==> src/rtl/shift_left_seq_unit.sv <==
// Iterative left shift / rotate unit: one bit position per clock, start/done handshake.
// Latency: DONE is high in the cycle after edge AMOUNT+1, counted from the accepting edge.
// Backpressure: START is taken only in IDLE or DONE. BUSY is high during SHIFT, and requests made then are dropped.
//
// Optional feature: define SHIFT_ZERO_FLAG_EN to add the registered ZERO output (zero_o).
// Ports:
//   clk_i, rst_i               clock and asynchronous active-high reset
//   start_i                    request, sampled in IDLE or DONE only
//   operand_i, amount_i        value and shift count, captured on the accepting edge
//   mode_i                     0 = logical shift left (zero fill), 1 = rotate left
//   busy_o, done_o             BUSY while shifting; one-cycle DONE pulse
//   result_o, carry_o          result and last bit shifted out of the MSB, held until the next DONE
//   zero_o                     (SHIFT_ZERO_FLAG_EN only) result == 0, updated with result_o
module shift_left_seq_unit #(
  parameter int WIDTH = 8,
  parameter int AMT_W = 3
) (
  input  logic             clk_i,
  input  logic             rst_i,
  input  logic             start_i,
  input  logic [WIDTH-1:0] operand_i,
  input  logic [AMT_W-1:0] amount_i,
  input  logic             mode_i,
  output logic             busy_o,
  output logic             done_o,
  output logic [WIDTH-1:0] result_o,
  output logic             carry_o
`ifdef SHIFT_ZERO_FLAG_EN
  ,
  output logic             zero_o
`endif
);

  typedef enum logic [1:0] {
    S_IDLE  = 2'd0,
    S_SHIFT = 2'd1,
    S_DONE  = 2'd2
  } state_t;

  state_t           state_q, state_d;
  logic [WIDTH-1:0] work_q, work_d;
  logic [AMT_W-1:0] cnt_q, cnt_d;
  logic             mode_q, mode_d;
  logic             carry_w_q, carry_w_d;
  logic [WIDTH-1:0] result_q, result_d;
  logic             carry_q, carry_d;
`ifdef SHIFT_ZERO_FLAG_EN
  logic             zero_q, zero_d;
`endif

  always_ff @(posedge clk_i or posedge rst_i) begin
    if (rst_i) begin
      state_q   <= S_IDLE;
      work_q    <= '0;
      cnt_q     <= '0;
      mode_q    <= 1'b0;
      carry_w_q <= 1'b0;
      result_q  <= '0;
      carry_q   <= 1'b0;
`ifdef SHIFT_ZERO_FLAG_EN
      zero_q    <= 1'b0;
`endif
    end else begin
      state_q   <= state_d;
      work_q    <= work_d;
      cnt_q     <= cnt_d;
      mode_q    <= mode_d;
      carry_w_q <= carry_w_d;
      result_q  <= result_d;
      carry_q   <= carry_d;
`ifdef SHIFT_ZERO_FLAG_EN
      zero_q    <= zero_d;
`endif
    end
  end

  always_comb begin
    state_d   = state_q;
    work_d    = work_q;
    cnt_d     = cnt_q;
    mode_d    = mode_q;
    carry_w_d = carry_w_q;
    result_d  = result_q;
    carry_d   = carry_q;
`ifdef SHIFT_ZERO_FLAG_EN
    zero_d    = zero_q;
`endif
    case (state_q)
      // DONE accepts a new request exactly as IDLE does, which gives back-to-back operation.
      S_IDLE, S_DONE: begin
        if (start_i) begin
          work_d    = operand_i;
          cnt_d     = amount_i;
          mode_d    = mode_i;
          carry_w_d = 1'b0;
          state_d   = S_SHIFT;
        end else begin
          state_d   = S_IDLE;
        end
      end
      S_SHIFT: begin
        if (cnt_q != '0) begin
          // In rotate mode the fill bit is the outgoing MSB. That bit is also the carry.
          carry_w_d = work_q[WIDTH-1];
          work_d    = {work_q[WIDTH-2:0], mode_q & work_q[WIDTH-1]};
          cnt_d     = cnt_q - AMT_W'(1);
        end else begin
          result_d  = work_q;
          carry_d   = carry_w_q;
`ifdef SHIFT_ZERO_FLAG_EN
          zero_d    = (work_q == '0);
`endif
          state_d   = S_DONE;
        end
      end
      default: state_d = S_IDLE;
    endcase
  end

  assign busy_o   = (state_q == S_SHIFT);
  assign done_o   = (state_q == S_DONE);
  assign result_o = result_q;
  assign carry_o  = carry_q;
`ifdef SHIFT_ZERO_FLAG_EN
  assign zero_o   = zero_q;
`endif

endmodule

==> config.mk <==
export PLATFORM = sky130hd
export DESIGN_NAME = shift_left_seq_unit
export DESIGN_NICKNAME = d
export VERILOG_FILES = /design/src/rtl/shift_left_seq_unit.sv
export SDC_FILE = /design/constraint.sdc
export NUM_CORES = 1
export LEC_CHECK = 0
export ABC_AREA = 0
export BUFFER_PORTS_ARGS = -buffer_cell sky130_fd_sc_hd__buf_2
export CORE_ASPECT_RATIO = 1.75
export CORE_MARGIN = 2
export CORE_UTILIZATION = 47
export DETAILED_ROUTE_END_ITERATION = 16
export GPL_TIMING_DRIVEN = 0
export PLACE_DENSITY = 0.69
export SLEW_MARGIN = 20
export SYNTH_ARGS = -nofsm -noshare
export SYNTH_HDL_FRONTEND = slang
export SYNTH_SLANG_ARGS = --single-unit
==> constraint.sdc <==
create_clock -name clk_i -period 2.99 [get_ports clk_i]
set_input_delay 0.4485 -clock clk_i [delete_from_list [all_inputs] [get_ports clk_i]]
set_output_delay 0.4485 -clock clk_i [all_outputs]
set_load 0.05 [all_outputs]
# == Word level (Yosys, flattened, before mapping) ==
# Index checks and enable logic that the tools add are counted.
# totals
regBits,24
output_inout_bits,11
elab_cells,34
# op_classes
add_sub_neg,1
eq_ne,5
n_mux,12
bitwise_logic,2
reduce_logical,7
# ops
op,count
two-way mux 8 bit,2
one-hot mux 8 bit (2 select lines),1
two-way mux 3 bit,2
one-hot mux 3 bit (2 select lines),1
!= test 2 bit (second input constant),2
one-hot mux 2 bit (2 select lines),1
AND reduction 2 bit,2
two-way mux 1 bit,3
AND reduction 3 bit,1
nonzero test 3 bit,1
subtractor 3 x 1 -> 3 bit (second input constant),1
== test 2 x 1 -> 1 bit (second input constant),1
== test 2 bit (second input constant),1
logical NOT 2 bit,1
two-way mux 2 bit,1
!= test 2 x 1 -> 1 bit (second input constant),1
one-hot mux 1 bit (2 select lines),1
nonzero test 2 bit,1
OR reduction 2 bit,1
bitwise AND 1 bit,1
NOT 1 bit,1

# == Logic depth before layout (Yosys ltp) ==
# Gate-level depths: netlist of run 1.
# depth
word_depth,4
depth_mapped,6
mapped_depth_nobuf,6

# == Worst setup path after synthesis of run 1 ==
# OpenSTA, ideal clock, no wires.
# synth_timing
path_type,reg2reg
from,register cnt_q[0]
to,register carry_q (netlist: carry_o)
t_arrival_ns,1.442
required_ns,2.865
setup_slack_ns,1.422
path_stages_with_launch,7
synth_period_minus_slack_ns,1.568
cell_sequence,dfrtp_1 -> inv_1 -> ha_1 -> nor2b_1 -> and2_1 -> buf_6 -> mux2_4
# synth_between
elab_chain_len,3
# synth_lines
item,line,rtl
start: declaration,42,"logic [AMT_W-1:0] cnt_q, cnt_d;"
start signal: assignment,66,cnt_q <= cnt_d;
nonzero test 3 bit,102,if (cnt_q != '0) begin
NOT 1 bit (no source line),n/a,
AND reduction 2 bit (no source line),n/a,
end signal: assignment,70,carry_q <= carry_d;
end: declaration,46,"logic carry_q, carry_d;"
# Every way passes these cells.
# A chain may end at the register's enable or synchronous reset.

# == Worst setup path after layout of run 1 ==
# layout_timing
from,register cnt_q[0]
to,register result_q[3] (netlist: result_o[3])
# layout_between
elab_chain_len,3
# layout_lines
item,line,rtl
nonzero test 3 bit,102,
NOT 1 bit (no source line),n/a,
AND reduction 2 bit (no source line),n/a,
end signal: assignment,69,result_q <= result_d;
end: declaration,45,"logic [WIDTH-1:0] result_q, result_d;"
# Every way passes these cells.

==> results of run 1 <==
## path summary, 6_finish.rpt
| kind | from | end |
|---|---|---|
| worst max-delay path | cnt_q[0] | result_o[3] |
| worst min-delay path | rst_i | work_q[1] |
| worst max register to register | cnt_q[0] | result_o[3] |
| worst min register to register | carry_o | carry_o |
| max in group asynchronous | rst_i | carry_w_q |
| min in group clk_i | mode_i | mode_q |
## stage by stage
stage               utilization (%)  instance area (sq um)  hold slack [ns]  cells  setup slack [ns]
floorplan                         -                   1200            0.463     82              1.42
global placement               55.2                   1360            0.491    133              1.30
detailed placement             55.2                   1360            0.489    133              1.26
CTS                            58.1                   1430            0.400    137              1.25
global route                   58.1                   1430            0.434    137              1.18
finish                         58.1                   1430            0.361    137              1.26
## layout by cell type (no fill, tap or decap), types with 2 or more instances in the layout
master | Yosys | layout
o211ai_1 | 2 | 2
mux2_4 | 22 | 22
buf_6 | 2 | 2
mux2_2 | 3 | 3
ha_1 | 2 | 2
clkbuf_8 | 0 | 3
dfrtp_1 | 24 | 24
o22ai_1 | 2 | 2
nand2_1 | 2 | 2
o21ai_0 | 2 | 2
mux2i_1 | 2 | 2
buf_2 | 0 | 25
inv_1 | 6 | 6
## state kept, by name, summed over array words and instances (netlist names)
signal / flops
result_o: 8
carry_w_q: 1
carry_o: 1
state_q: 2
cnt_q: 3
mode_q: 1
work_q: 8
## layout make-up
type | count | area, sq um
Fill cell | 203 | 1030
Clock inverter | 1 | 30.0
Sequential cell | 24 | 601
Timing Repair Buffer | 25 | 125
Clock buffer | 3 | 41.3
Buffer | 3 | 30.0
Tap cell | 26 | 32.5
Multi-Input combinational cell | 47 | 539
Inverter | 8 | 32.5
## routing by layer
metal	vias to the layer above	part of all wire [%]	track usage [%]
met3	2	3.2	2.55
li1	342	-	-
met5	-	0	0
met1	368	43	18.5
met4	0	0.73	4.17
met2	16	53	27.4
## cell families after synthesis
| logic type | count (synthesis) |
|---|---|
| compound gates | 10 |
| fa+ha+maj | 2 |
| buf+inv | 11 |
| mux | 27 |
| flops | 24 |
| simple gates | 8 |
## worst reg2reg max path, delay by kind of cell, from the launching register on
kind | cells | cell delay (ns)
fa+ha+maj | 1 | 0.19
simple gates | 2 | 0.47
buf+inv | 2 | 0.29
flops | 1 | 0.37
mux | 1 | 0.31
==> impl_metrics.ini, run 1 <==
[clock_tree]
cts_sinks = 24
cts_hold_buffers = 0
cts_resized = 0
htree_levels = 1
cts_setup_buffers = 0
cts.root.buffer_cell = clkbuf_8
cts_buffers = 3
clk_latency_ns = 0.26
clock_path_buffers = 2
clk_pin_slew_ns = 0.09
cts_tree = yes

[synthesis]
yosys_register_bits = 24
synth_most_common_cell = dfrtp_1
yosys.area.top_type = dfrtp_1
synth_warnings = 0
synth_edf_count = 0
seq_area_frac_synth_pct = 49.9
synth-xor-area-share_pct = 0
synth_ff_type = dfrtp_1
synth_top_family_by_area = multiplexers
syn-cell-area_sq_um = 1200
syn_avg_cell_area_sq_um = 14.7
synth_compound_area_share_pct = 6.24
async_flop_share_pct = 100
synthSimpleGateAreaFrac_pct = 4.58
synthAdderAreaFrac_pct = 2.08
muxShareOfSynthArea_pct = 31.9
yosysUniqueCellTypes = 24
synth_nets = 99
yosysTopAreaCellShare_pct = 49.9
synthCells = 82
synthTopCellsByCount = dfrtp_1 (24), mux2_4 (22), inv_1 (6)
ys_top_cells_by_area = dfrtp_1 (50%), mux2_4 (27%), mux2_2 (2.8%)

[die]
initial_utilization_pct = 48.8
fp-row-count = 24
core_sq_um = 2460
io_pins = 26
die_h_um = 70.9
dieWidth_um = 42.2
die_area_sq_um = 2990

[worst_setup_path]
cp_max_fo = 10
worstPathArrival_ns = 1.88
path_cells = inv_1, ha_1, nor2b_1, and2_1, buf_6, mux2_4
cp_top_family = simple AND/OR/NAND/NOR gates
cp.buffers_inverters = 2
max_stage_delay_ns = 0.37
reg2reg_slack_ns = 1.26
end_kind = flop
crit_type = flop to flop
cp_num_cells = 6
crit_required_ns = 3.14
reg2reg_depth = 6
critical_path.startpoint_type = flop
cp_slowest_cell = dfrtp_1

[placed_design]
dp.final_hpwl_mm = 1.52
gp_congestion = 0.660
place.port_buffers = 25

[grt]
grt_pass1_wl_mm = 3.62
track_usage_pct = 15.2
gr-total-overflow = 0
grt_max_degree = 25
grt_pass1_vias = 805
antenna_found_initial = 0

[finish]
drive_gt1_share_pct = 55.0
nets = 129
synthToLayoutAreaGrowth_pct = 19.0
antenna_cells = 0

[drt]
wl_per_cell_um = 15.0
avgViaCountPerCell = 5.31
remaining_drc_errors = 0
ant_nets = 0
drt-total-wl_mm = 2.05
drtIter0Drc = 19
vias = 728
drtPass1Iterations = 4

[timing]
finalSetupViolCount = 0
finalHoldViolCount = 0
max-slew-margin-rel_pct = 40.8
layout_min_cycle_time_ns = 1.73
clock.fmax_mhz = 579
rsz0062_at_grt = no
tns_ns = 0
fin_worst_skew_ns = 0.00456
worst_slew_pin_slew_ns = 0.886
period_share_pct = 57.8
drv_slew = 0

[min_path]
hp-class = input port to asynchronous set/reset pin

[run]
cap_violations = 0

[run_status]
status = completed
Power of run 1 is not shown: default switching activity piles up to over one toggle a cycle in this logic, so the estimate is an artifact.
==> run 2: changes to the inputs <==
==> constraint.sdc (replaced) <==
create_clock -name clk_i -period 1.6 [get_ports clk_i]
set_input_delay 0.24 -clock clk_i [delete_from_list [all_inputs] [get_ports clk_i]]
set_output_delay 0.24 -clock clk_i [all_outputs]
set_load 0.05 [all_outputs]
==> impl_metrics.ini, run 2 (synthesis gave the netlist of run 1 again) <==
[grt]
met1_usage_pct = 19.1
grt_max_degree = 25
met3_usage_pct = 2.55
grt_pass1_vias = 801
grt_pass1_wl_mm = 3.66
antenna_found_initial = 0
track_usage_pct = 15.5
gr-total-overflow = 0
globalRouteMet2Util_pct = 27.5
grt_busiest_layer = met2

[timing]
max-slew-margin-rel_pct = 41.2
fin_worst_skew_ns = 0.00439
rsz0062_at_grt = no
drv_slew = 0
period_share_pct = 96.1
finalHoldViolCount = 0
hold_slack_ns = 0.149
finalSetupViolCount = 0
layout_min_cycle_time_ns = 1.54
clock.fmax_mhz = 650
layout_setup_ws_ns = 0.0622
worst_slew_pin_slew_ns = 0.881

[worst_setup_path]
critical_path.startpoint_type = flop
reg2reg_depth = 6
crit_type = flop to flop
worstPathArrival_ns = 1.69
r2r-start = cnt_q[0]
crit_start = cnt_q[0]
crit_required_ns = 1.75
end_kind = flop
r2r-end = result_o[3]
reg2reg_slack_ns = 0.06
cp_max_fo = 5

[die]
die_area_sq_um = 2990
dieWidth_um = 42.2
io_pins = 26
initial_utilization_pct = 48.8
die_h_um = 70.9
core_sq_um = 2460
fp-row-count = 24

[finish]
antenna_cells = 0
mostFrequentLayoutCells = buf_2 (25), dfrtp_1 (24), mux2_4 (22), inv_1 (4)
final_util_pct = 59.1
fillerInstances = 203
synthToLayoutAreaGrowth_pct = 21.0
final_cell_count_no_fill = 138
layout_commonest_cell = buf_2
drive_gt1_share_pct = 59.8
nets = 130

[drt]
ant_nets = 0
avgViaCountPerCell = 5.32
wl_per_cell_um = 15.4
drt-total-wl_mm = 2.13
drtPass1Iterations = 4
drtIter0Drc = 11
remaining_drc_errors = 0
vias = 734

[clock_tree]
cts_setup_buffers = 0
clock_path_buffers = 2
cts_buffers = 3
cts_sinks = 24
clk_pin_slew_ns = 0.09
cts_tree = yes
cts.root.buffer_cell = clkbuf_8
clk_latency_ns = 0.26
htree_levels = 1

[min_path]
hp-class = input port to asynchronous set/reset pin

[placed_design]
dp.final_hpwl_mm = 1.52
gp_congestion = 0.660
post-place-cells = 133
place.port_buffers = 25
dp_slack_ns = -0.133

[run_status]
status = completed

[run]
cap_violations = 0
run 2: worst max-delay path, cell delays in order (launching register included):
cell,delay (ns)
dfrtp_1,0.38
inv_2,0.08
ha_2,0.18
nor2b_4,0.18
and2_4,0.17
buf_6,0.14
mux2_4,0.30
run 2: layout make-up:
class                   instances  area, sq um  share of cell area [%]
plain buffers                   3         30.0                    2.06
clock buffers                   3         41.3                    2.84
clock inverters                 1         30.0                    2.06
inverters                       8         32.5                    2.24
multi-input cells              47          552                    37.9
flip-flops and latches         24          601                    41.3
well taps                      26         32.5                    2.24
repair buffers                 26          136                    9.37
run 2: worst max path at each step:
stage                   to  slack, ns  cells past startpoint
6_report       result_o[3]       0.06                      6
3_3_place_gp   result_o[2]      -0.09                      6
5_1_grt        result_o[3]       0.01                      6
2_1_floorplan      carry_o       0.03                      6
3_5_place_dp   result_o[3]      -0.13                      6
4_1_cts          work_q[2]       0.04                      6
run 2: through the flow:
step / setup TNS, ns / cell area, sq um
2_1_floorplan: 0 / 1200
3_3_place_gp: -0.832 / 1360
3_5_place_dp: -1.33 / 1360
6_report: 0 / 1460
5_1_grt: 0 / 1460
4_1_cts: 0 / 1450
run 2: routing by layer:
| metal | vias up | wire, um |
|---|---|---|
| met5 | - | 0 |
| met2 | 16 | 1100 |
| met4 | 0 | 15 |
| li1 | 342 | - |
| met1 | 374 | 950 |
| met3 | 2 | 65 |
run 2: what timing repair did:
action,CTS,global route
endpoints found under the setup margin,17,4
gates resized for setup,6,2
hold buffers,0,0
endpoints found under the hold margin,0,0
gates cloned,1,0
Power of run 2 is left out for the same reason.
